--- src/rtl/adder_pkg.sv ---
// adder_pkg: shared definitions for the adder16 datapath family.
//   - state_t  : control FSM encoding used by the serial arithmetic blocks
//   - DEF_WIDTH: default operand/result width
//   - DEF_SLICE: default number of bits handled per clock by serial blocks
package adder_pkg;

  localparam int DEF_WIDTH = 16;
  localparam int DEF_SLICE = 4;

  typedef enum logic [1:0] {
    IDLE = 2'd0,
    BUSY = 2'd1,
    DONE = 2'd2
  } state_t;

endpackage

--- src/rtl/subtractor16_serial_sub_slice.sv ---
// sub_slice: combinational SLICE-bit ripple-borrow subtractor.
// Ports:
//   a    [SLICE-1:0] in  : minuend slice
//   b    [SLICE-1:0] in  : subtrahend slice
//   bin              in  : borrow into bit 0
//   d    [SLICE-1:0] out : a - b - bin (slice-local)
//   bout             out : borrow out of the top bit
module sub_slice
  import adder_pkg::*;
#(
  parameter int SLICE = DEF_SLICE
) (
  input  logic [SLICE-1:0] a,
  input  logic [SLICE-1:0] b,
  input  logic             bin,
  output logic [SLICE-1:0] d,
  output logic             bout
);

  logic [SLICE:0] chain_s;

  // Per-bit full-subtractor chain: borrow ripples from bit 0 upward.
  always_comb begin
    chain_s    = '0;
    d          = '0;
    chain_s[0] = bin;
    for (int i = 0; i < SLICE; i++) begin
      d[i]         = a[i] ^ b[i] ^ chain_s[i];
      // Borrow when a bit is 0 against 1, or bits equal and a borrow arrives.
      chain_s[i+1] = (~a[i] & b[i]) | (~(a[i] ^ b[i]) & chain_s[i]);
    end
    bout = chain_s[SLICE];
  end

endmodule

--- src/rtl/subtractor16_serial.sv ---
// subtractor16_serial: multi-cycle two's-complement subtractor.
// Computes diff = a - b - bin (mod 2^WIDTH), SLICE bits per clock through a
// single ripple-borrow slice, with valid/ready handshakes on both sides.
// Ports:
//   clk        in  : rising-edge clock
//   rst        in  : asynchronous active-high reset
//   in_valid   in  : a, b, bin valid
//   in_ready   out : block can accept operands (IDLE only)
//   a, b [W]   in  : minuend, subtrahend
//   bin        in  : borrow in
//   out_valid  out : result registers hold a valid result (DONE)
//   out_ready  in  : consumer accepts the result
//   diff [W]   out : a - b - bin
//   bout       out : borrow out (unsigned a < b + bin)
//   ovf        out : signed overflow of the subtraction
module subtractor16_serial
  import adder_pkg::*;
#(
  parameter int WIDTH = DEF_WIDTH,
  parameter int SLICE = DEF_SLICE
) (
  input  logic             clk,
  input  logic             rst,
  input  logic             in_valid,
  output logic             in_ready,
  input  logic [WIDTH-1:0] a,
  input  logic [WIDTH-1:0] b,
  input  logic             bin,
  output logic             out_valid,
  input  logic             out_ready,
  output logic [WIDTH-1:0] diff,
  output logic             bout,
  output logic             ovf
);

  localparam int NSLICE = WIDTH / SLICE;
  localparam int CW     = (NSLICE > 1) ? $clog2(NSLICE) : 1;
  localparam logic [CW-1:0] LAST_CNT = CW'(NSLICE - 1);

  state_t           state_r;
  state_t           state_next_s;
  logic [CW-1:0]    cnt_r;
  logic [WIDTH-1:0] a_r;
  logic [WIDTH-1:0] b_r;
  logic             borrow_r;
  logic [WIDTH-1:0] diff_r;
  logic             bout_r;
  logic             ovf_r;

  logic [SLICE-1:0] slice_a_s;
  logic [SLICE-1:0] slice_b_s;
  logic [SLICE-1:0] slice_d_s;
  logic             slice_bout_s;
  logic             last_slice_s;
  logic             in_ready_s;
  logic             out_valid_s;

  // Select the operand slice addressed by the counter.
  always_comb begin
    slice_a_s    = a_r[int'(cnt_r)*SLICE +: SLICE];
    slice_b_s    = b_r[int'(cnt_r)*SLICE +: SLICE];
    last_slice_s = (cnt_r == LAST_CNT);
  end

  sub_slice #(
    .SLICE (SLICE)
  ) u_sub_slice (
    .a    (slice_a_s),
    .b    (slice_b_s),
    .bin  (borrow_r),
    .d    (slice_d_s),
    .bout (slice_bout_s)
  );

  // FSM state register.
  always_ff @(posedge clk or posedge rst) begin
    if (rst) begin
      state_r <= IDLE;
    end else begin
      state_r <= state_next_s;
    end
  end

  // FSM next-state logic.
  always_comb begin
    state_next_s = state_r;
    case (state_r)
      IDLE: begin
        if (in_valid) begin
          state_next_s = BUSY;
        end else begin
          state_next_s = IDLE;
        end
      end
      BUSY: begin
        if (last_slice_s) begin
          state_next_s = DONE;
        end else begin
          state_next_s = BUSY;
        end
      end
      DONE: begin
        if (out_ready) begin
          state_next_s = IDLE;
        end else begin
          state_next_s = DONE;
        end
      end
      default: begin
        state_next_s = IDLE;
      end
    endcase
  end

  // FSM outputs: handshake flags decoded from the state register.
  // in_ready is also gated by rst so it drops immediately on reset.
  always_comb begin
    in_ready_s  = 1'b0;
    out_valid_s = 1'b0;
    case (state_r)
      IDLE: begin
        in_ready_s  = ~rst;
        out_valid_s = 1'b0;
      end
      BUSY: begin
        in_ready_s  = 1'b0;
        out_valid_s = 1'b0;
      end
      DONE: begin
        in_ready_s  = 1'b0;
        out_valid_s = 1'b1;
      end
      default: begin
        in_ready_s  = 1'b0;
        out_valid_s = 1'b0;
      end
    endcase
  end

  // Datapath: operand latch, slice counter, borrow chain and result registers.
  always_ff @(posedge clk or posedge rst) begin
    if (rst) begin
      a_r      <= '0;
      b_r      <= '0;
      borrow_r <= 1'b0;
      cnt_r    <= '0;
      diff_r   <= '0;
      bout_r   <= 1'b0;
      ovf_r    <= 1'b0;
    end else begin
      case (state_r)
        IDLE: begin
          if (in_valid) begin
            a_r      <= a;
            b_r      <= b;
            borrow_r <= bin;
            cnt_r    <= '0;
          end
        end
        BUSY: begin
          diff_r[int'(cnt_r)*SLICE +: SLICE] <= slice_d_s;
          borrow_r <= slice_bout_s;
          cnt_r    <= cnt_r + CW'(1);
          if (last_slice_s) begin
            bout_r <= slice_bout_s;
            // Overflow only when operand signs differ and the result sign
            // disagrees with the minuend; the top slice supplies diff's MSB.
            ovf_r  <= (a_r[WIDTH-1] != b_r[WIDTH-1]) &&
                      (slice_d_s[SLICE-1] != a_r[WIDTH-1]);
          end
        end
        DONE: begin
          cnt_r <= cnt_r;
        end
        default: begin
          cnt_r <= '0;
        end
      endcase
    end
  end

  assign in_ready  = in_ready_s;
  assign out_valid = out_valid_s;
  assign diff      = diff_r;
  assign bout      = bout_r;
  assign ovf       = ovf_r;

endmodule

--- config.mk ---
export PLATFORM = sky130hd
export DESIGN_NAME = subtractor16_serial
export DESIGN_NICKNAME = d
export VERILOG_FILES = /design/src/rtl/adder_pkg.sv /design/src/rtl/subtractor16_serial_sub_slice.sv /design/src/rtl/subtractor16_serial.sv
export SDC_FILE = /design/constraint.sdc
export NUM_CORES = 1
export LEC_CHECK = 0
export CAP_MARGIN = 20
export CELL_PAD_IN_SITES_DETAIL_PLACEMENT = 1
export CELL_PAD_IN_SITES_GLOBAL_PLACEMENT = 1
export CORE_MARGIN = 2
export CORE_UTILIZATION = 40
export DETAILED_ROUTE_END_ITERATION = 10
export PLACE_DENSITY = 0.79
export SLEW_MARGIN = 0
export SYNTH_ARGS = -nofsm -noshare
export SYNTH_HDL_FRONTEND = slang
export SYNTH_HIERARCHICAL = 1
export SYNTH_SLANG_ARGS = --single-unit
--- constraint.sdc ---
create_clock -name clk -period 4 [get_ports clk]
set_clock_uncertainty 0.15 [all_clocks]
set_input_delay 0.4 -clock clk [delete_from_list [all_inputs] [get_ports clk]]
set_output_delay 0.4 -clock clk [all_outputs]
set_load 0.05 [all_outputs]
# == Yosys cells after proc, flatten, opt, wreduce, memory -nomap -nowiden ==
# Cells that the tools add are included.
# totals
reg_bits,55
input_bits,37
output_inout_bits,20
word_cells,68
# op_classes
add_sub_neg,2
eq_ne,6
shifts,4
n_mux,11
n_bitwise,30
n_reduce_logical,7
# op_table
op,n
4-bit negator with 33-bit output,1
"4-bit by 33-bit variable shift with 16-bit output, first input constant",1
4-bit by 33-bit variable part select with 16-bit output,1
16-bit by 5-bit variable part select with 4-bit output,2
16-bit bitwise mux,1
2-bit case mux with 3 select lines,2
1-bit NOT,10
1-bit bitwise AND,8
2-bit AND reduction,4
1-bit bitwise XOR,8
2-bit two-way mux,3
"2-bit == test, second input constant",2
1-bit two-way mux,4
1-bit OR,4
"2-bit by 1-bit adder with 2-bit output, second input constant",1
"2-bit by 1-bit == test with 1-bit output, second input constant",1
2-bit logical NOT,1
1-bit != test,2
"2-bit != test, second input constant",1
1-bit case mux with 2 select lines,1
2-bit nonzero test,1
1-bit logical AND,1

# == Longest topological paths before layout ==
# Gate-level depths: netlist of the first run.
# logic_depth
word_depth,12
mapped_depth,12
depth_no_buf,11

# == Hierarchy ==
# Netlist of the first run, hierarchy kept.
# modules_own_cells
mod,instances,cells_each,area_per_inst_um2,seq_area_each_um2
subtractor16_serial,1,175,2611.3,1376.3
sub_slice,1,14,117.6,0.0

# == Least setup slack after synthesis of the first run ==
# Ideal clock, no wire load.
# synth_timing
path_kind,register -> register
startpoint,register cnt_r[0]
endpoint,register ovf_r (netlist: ovf)
setup_ns,0.083
arrival_time_ns,3.104
t_required_ns,3.767
slack_ns,0.664
stages_incl_launch_ff,13
path_buffers,1
period_less_slack_ns,3.336
path_cell_list,dfrtp_1 buf_4 mux4_2 inv_1 fa_1 inv_1 fa_1 fa_1 inv_1 fa_1 nor3b_1 a21oi_1 o21ai_0
# synth_between
elab_chain_cells,12
word_cells_on_any_way,26
classes_between,eq/ne: 2; shift: 2; bitwise: 20; reduce/logical: 2
# synth_lines
item,line,source
"start, declared",subtractor16_serial.sv:42,logic [CW-1:0] cnt_r;
"start signal, assigned",subtractor16_serial.sv:163,cnt_r <= cnt_r + CW'(1);
"start signal, assigned",subtractor16_serial.sv:173,cnt_r <= cnt_r;
16-bit by 5-bit variable part select with 4-bit output *,subtractor16_serial.sv:61,slice_b_s = b_r[int'(cnt_r)*SLICE +: SLICE];
net slice_b_s[0],subtractor16_serial.sv:51,logic [SLICE-1:0] slice_b_s;
1-bit bitwise XOR,subtractor16_serial_sub_slice.sv:30,chain_s[i+1] = (~a[i] & b[i]) | (~(a[i] ^ b[i]) & chain_s[i]);
1-bit NOT,subtractor16_serial_sub_slice.sv:30,
1-bit bitwise AND,subtractor16_serial_sub_slice.sv:30,
1-bit OR *,subtractor16_serial_sub_slice.sv:30,
1-bit bitwise AND *,subtractor16_serial_sub_slice.sv:30,
1-bit OR *,subtractor16_serial_sub_slice.sv:30,
1-bit bitwise AND *,subtractor16_serial_sub_slice.sv:30,
1-bit OR *,subtractor16_serial_sub_slice.sv:30,
1-bit bitwise XOR *,subtractor16_serial_sub_slice.sv:28,d[i] = a[i] ^ b[i] ^ chain_s[i];
net slice_d_s[3],subtractor16_serial.sv:52,logic [SLICE-1:0] slice_d_s;
1-bit != test *,subtractor16_serial.sv:169,(slice_d_s[SLICE-1] != a_r[WIDTH-1]);
1-bit logical AND *,subtractor16_serial.sv:168,ovf_r <= (a_r[WIDTH-1] != b_r[WIDTH-1]) &&
"end signal, assigned",subtractor16_serial.sv:168,
"end, declared",subtractor16_serial.sv:48,logic ovf_r;
# The timed path passes the listed nets; every way through them passes the cells marked *.
# A chain may end at the register's enable or synchronous reset.

# == Final worst setup path of the first run ==
# layout_timing
startpoint,register cnt_r[1]
endpoint,register ovf_r (netlist: ovf)
# The elaborated chain is that of the path after synthesis.

==> flow_metrics.tcl, run 1 <==
set metrics [dict create \
    status "finished, final reports clean" \
    cts-root-buf "clkbuf_8" \
    clkSlewWorstSetupHoldPaths_ps 100 \
    setup_violations 0 \
    die-area_um2 7500 \
    cts_tree "yes" \
    worstSetupPathType "register to register" \
    cts_htree_levels 2 \
    antennaDiodeCount 0 \
    path_cells "mux4_2, inv_1, fa_1, inv_1, fa_1, fa_1, inv_1, fa_1, nor3b_1, a21oi_1, o21ai_0" \
    synth.most_common_cell "dfrtp_1" \
    vias 1644 \
    slew_violations 0 \
    grt_pass1_vias 1826 \
    period_needed_ps 3360 \
    io_buffers 56 \
    endpoint_kind "register" \
    dp_cells 321 \
    synth_area_leaders "dfrtp_1, mux2_4, mux4_2" \
    cp.arrival_ps 3440 \
    cts_num_sinks 55 \
    drt-total-wl_um 5770 \
    ys_seq_area_frac 0.504 \
    drtPass1Iterations 4 \
    ant_nets 0 \
    avgSynthCellArea_um2 14.4 \
    cpPeakStageDelay_ps 630 \
    hold_path.class "register to register" \
    hold_viol_final 0 \
    maxCapViolations 0 \
    max_freq_mhz 297 \
    p_per_area_nw_per_um2 896 \
    cts_buffers 5 \
    crit_fanout 12 \
    irDropWorstVdd_uv 454 \
    synthFlopType "dfrtp_1" \
    place_congestion 0.752 \
    worst_pin_slew_ps 609 \
    slowest_stage "dfrtp_1" \
    place_ws_ps 598 \
    drive_above_1_share 0.253 \
    min_period_over_period 0.841 \
    wl_per_cell_um 17.5 \
    ys_types 31 \
    cts_resized 0 \
    start_util 0.408 \
    final_util 0.516 \
    ys_async_sr_fraction 1.00 \
    setup_tns_ps 0 \
    synth_common_cells "dfrtp_1, mux2_4, nand2_1, inv_1, o21ai_0" \
    overflow 0 \
    synth.top_cell.area_share 0.504 \
    area_growth_pct 26.4 \
    drc 0 \
    maxSlewHeadroom 0.594 \
    setup_ws_ps 637 \
    cp-start-kind "register" \
    holdBufCountCts 0 \
    crit_top_cell "fa_1" \
    synth_seq_cells 55 \
    hold_depth 2 \
    worstPathRequired_ps 4070 \
    yosysTopAreaCell "dfrtp_1" \
    cp.buffers_inverters 3 \
    synth_fp_nets 235 \
    syn_inst 189 \
    clk_latency_ps 310 \
    hpwl_um 4490 \
    row_count 30 \
    gr-usage-all-layers 0.172 \
    syn_area_um2 2730 \
    drt_iter0_markers 43 \
    worstSetupPathDepth 11 \
    grt_pass1_wl_um 9780 \
    die_w_um 86.6 \
    clockBufferDepth 2 \
    yosys_warnings 6 \
    nets 294 \
    vias_per_cell 5.00 \
    postCtsSetupBuffers 0 \
    ios 57 \
    die_y_um 86.6 \
    synth_edf_count 0 \
    rsz0062_at_grt "no" \
    grt_max_degree 29 \
    core-area_um2 6680 \
    antenna_found_initial 0 \
    p_leak_uw 0.00151 \
    reg2regPathDepth 11 \
    power_uw 3090 \
    path_delay_family "adder cells" \
    fin_cells 329 \
]
final timing paths:
path | startpoint | endpoint | slack (ps)
worst max-delay path | cnt_r[1] | ovf | 640
worst min-delay path | diff[6] | diff[6] | 340
worst max register to register | cnt_r[1] | ovf | 640
worst min register to register | diff[6] | diff[6] | 340
max in group asynchronous | rst | a_r[2] | 2790
min in group asynchronous | rst | state_r[1] | 360
cell type report:
type	instances	area (um2)
clock buffers	5	68.8
clock inverters	3	15.0
fillers	690	3230
inverters	15	56.3
multi-input cells	111	1230
flip-flops and latches	55	1380
well taps	80	100
repair buffers	60	603
worst reg2reg max path: stages, from the launching register on:
cell and delay (ps):
dfrtp_1 630, mux4_2 380, inv_1 100, fa_1 170, inv_1 50, fa_1 370
fa_1 380, inv_1 80, fa_1 520, nor3b_1 260, a21oi_1 60, o21ai_0 140
registers in the layout (all words and copies together) (netlist names):
name and cells:
borrow_r 1, diff 16, cnt_r 2, a_r 16, bout 1, ovf 1, b_r 16, state_r 2
stage by stage:
| stage | hold WS, ps | cell area, um2 |
|---|---|---|
| 6_report | 337 | 3450 |
| 3_3_place_gp | 320 | 3340 |
| 4_1_cts | 347 | 3450 |
| 3_5_place_dp | 324 | 3360 |
| 2_1_floorplan | 326 | 2730 |
| 5_1_grt | 368 | 3450 |
cells by family (layout without fill, tap and decap cells):
kind of cell / count (synthesis) / count (layout) / share of synthesized area
AO/OA/AOI/OAI: 23 / 23 / 0.0555
adder cells (fa/ha/maj): 9 / 9 / 0.0523
buffers and inverters: 23 / 83 / 0.0454
flip-flops: 55 / 55 / 0.504
AND/OR/NAND/NOR: 36 / 36 / 0.0912
multiplexers: 43 / 43 / 0.251
metal layers:
| metal | up-vias | part of all wire | GRT usage |
|---|---|---|---|
| met5 | - | 0 | 0 |
| met4 | 0 | 0.011 | 0.0426 |
| met3 | 5 | 0.035 | 0.0352 |
| met2 | 40 | 0.49 | 0.285 |
| met1 | 818 | 0.47 | 0.233 |
| li1 | 781 | - | - |
report_power, final:
part	leakage (uW)	switching [uW]	internal, uW	total (uW)
Combinational	0.000781	930	828	1760
Clock	0.0000477	180	120	300
Sequential	0.000684	222	809	1030
Total	0.00151	1330	1760	3090
cells in the final DEF, fill, tap and decap left out, types with 2 or more instances in the layout:
master           Yosys  layout
buf_4                2       3
a21oi_1              2       2
o21ai_0             10      10
clkinv_2             0       3
mux2_2               4       4
ha_1                 5       5
clkdlybuf4s50_1      0      56
nand3b_2             2       2
clkbuf_8             0       5
mux4_2               8       8
dfrtp_1             55      55
nor2_1               2       2
a22o_1               9       9
inv_1               15      14
fa_1                 4       4
nand3b_1             2       2
nor2b_1              3       3
mux2_4              30      30
nand2_1             17      17
(Power assumes the default switching activity.)
==> run 2, diff against run 1 <==
==> constraint.sdc (replaced) <==
create_clock -name clk -period 3.1 [get_ports clk]
set_clock_uncertainty 0.15 [all_clocks]
set_input_delay 0.31 -clock clk [delete_from_list [all_inputs] [get_ports clk]]
set_output_delay 0.31 -clock clk [all_outputs]
set_load 0.05 [all_outputs]
==> flow_metrics.tcl, run 2 (synthesis results as in run 1) <==
set metrics [dict create \
    status "finished, final reports clean" \
    path_cells "mux4_2, inv_2, fa_2, inv_2, fa_2, fa_2, inv_2, fa_2, nor3b_2, a21oi_1, o21ai_1" \
    cp-start-kind "register" \
    crit_fanout 6 \
    gr-usage-all-layers 0.167 \
    worstPathRequired_ps 3180 \
    wl_per_cell_um 17.0 \
    p_leak_uw 0.00153 \
    clkSlewWorstSetupHoldPaths_ps 100 \
    ant_nets 0 \
    row_count 30 \
    worstSetupPathType "register to register" \
    drive_above_1_share 0.298 \
    die_w_um 86.6 \
    cpPeakStageDelay_ps 520 \
    io_buffers 56 \
    drtPass1Iterations 4 \
    cp.arrival_ps 3120 \
    fillCellCount 698 \
    slew_violations 0 \
    hold_path.class "register to register" \
    cts_buffers 5 \
    max_freq_mhz 329 \
    drt-total-wl_um 5660 \
    setup_violations 0 \
    ios 57 \
    drc 0 \
    slowest_stage "mux4_2" \
    fin_hold_ws_ps 357 \
    core-area_um2 6680 \
    place_congestion 0.744 \
    cts_tree "yes" \
    vias_per_cell 5.06 \
    layout_common_cells "clkdlybuf4s50_1, dfrtp_1, mux2_4" \
    area_growth_pct 29.0 \
    setup_ws_ps 65.0 \
    final_util 0.527 \
    cts_htree_levels 2 \
    maxSlewHeadroom 0.525 \
    min_period_over_period 0.979 \
    p_per_area_nw_per_um2 1210 \
    nets 297 \
    stdcell_area_um2 3520 \
    cts_num_sinks 55 \
    irDropWorstVdd_uv 496 \
    maxCapViolations 0 \
    clockBufferDepth 2 \
    antennaDiodeCount 0 \
    grt_pass1_vias 1851 \
    cts-root-buf "clkbuf_8" \
    die-area_um2 7500 \
    grt_max_degree 56 \
    grt_pass1_wl_um 9450 \
    place_ws_ps 57.4 \
    vias 1681 \
    final_common_cell "clkdlybuf4s50_1" \
    hold_viol_final 0 \
    clk_latency_ps 310 \
    rsz0062_at_grt "yes" \
    hpwl_um 4180 \
    fin_cells 332 \
    antenna_found_initial 0 \
    worst_pin_slew_ps 712 \
    crit_top_cell "fa_2" \
    dp_cells 322 \
    drt_iter0_markers 58 \
    die_y_um 86.6 \
    dpl-instance-area_um2 3390 \
    endpoint_kind "register" \
    period_needed_ps 3040 \
    start_util 0.408 \
    overflow 0 \
]
run 2: changes by cell type in the layout (fill, tap and decap cells not counted), moves of 2 or more:
cell      previous run  this run
fa_1                 4         0
fa_2                 0         4
buf_4                3         6
inv_1               14        11
inv_2                1         4
clkinv_2             3         1
run 2: what timing repair did:
item | CTS | global route
setup endpoints to repair | 0 | 1
setup buffers | 0 | 2
hold buffers | 0 | 0
gates resized for setup | 0 | 2
run 2: routing by layer:
| metal | GRT usage | vias to the layer above | part of all wire |
|---|---|---|---|
| met5 | 0 | - | 0 |
| met4 | 0.0554 | 0 | 0.015 |
| met3 | 0.0352 | 7 | 0.034 |
| met2 | 0.278 | 36 | 0.51 |
| met1 | 0.218 | 854 | 0.45 |
| li1 | - | 784 | - |
run 2: final timing paths:
check                            to  cells after the start  slack, ps  startpoint
max in group asynchronous  cnt_r[0]                      3       1900         rst
max                             ovf                     11         60    cnt_r[0]
min in group asynchronous  diff[14]                      3        390         rst
min reg2reg                 diff[5]                      2        360     diff[5]
max reg2reg                     ovf                     11         60    cnt_r[0]
min                         diff[5]                      2        360     diff[5]
run 2: area by class of cell:
type                       instances  area, um2  share of cell area
sequential                        55       1380               0.391
multi-input combinational        111       1240               0.353
timing repair buffer              63        626               0.178
tap                               80        100              0.0284
clock buffer                       6       82.6              0.0235
inverter                          15       56.3              0.0160
clock inverter                     2       35.0             0.00995
run 2: critical path, delay by kind of cell, from the launching register on:
kind	cells	cell delay (ps)
simple gates	1	180
compound gates	2	180
fa+ha+maj	4	1340
buf+inv	3	180
mux	1	520
flops	1	420
run 2: report_power, final:
group,internal (uW),switching (uW)
Combinational,1190,1270
Clock,262,235
Sequential,1040,249
run 2: metrics by stage:
stage	setup TNS [ps]	total power (uW)
2_1_floorplan	0	3050
3_3_place_gp	0	3630
3_5_place_dp	0	3730
4_1_cts	0	4240
5_1_grt	-55.5	4560
6_report	0	4250
==> run 3, diff against run 2 <==
--- a/config.mk
+++ b/config.mk
@@ -5,6 +5,7 @@
 export SDC_FILE = /design/constraint.sdc
 export NUM_CORES = 1
 export LEC_CHECK = 0
+export ABC_AREA = 0
 export CAP_MARGIN = 20
 export CELL_PAD_IN_SITES_DETAIL_PLACEMENT = 1
 export CELL_PAD_IN_SITES_GLOBAL_PLACEMENT = 1
==> results of run 3 <==
Same layout as run 2: the final DEF is identical, and so are final timing and power.
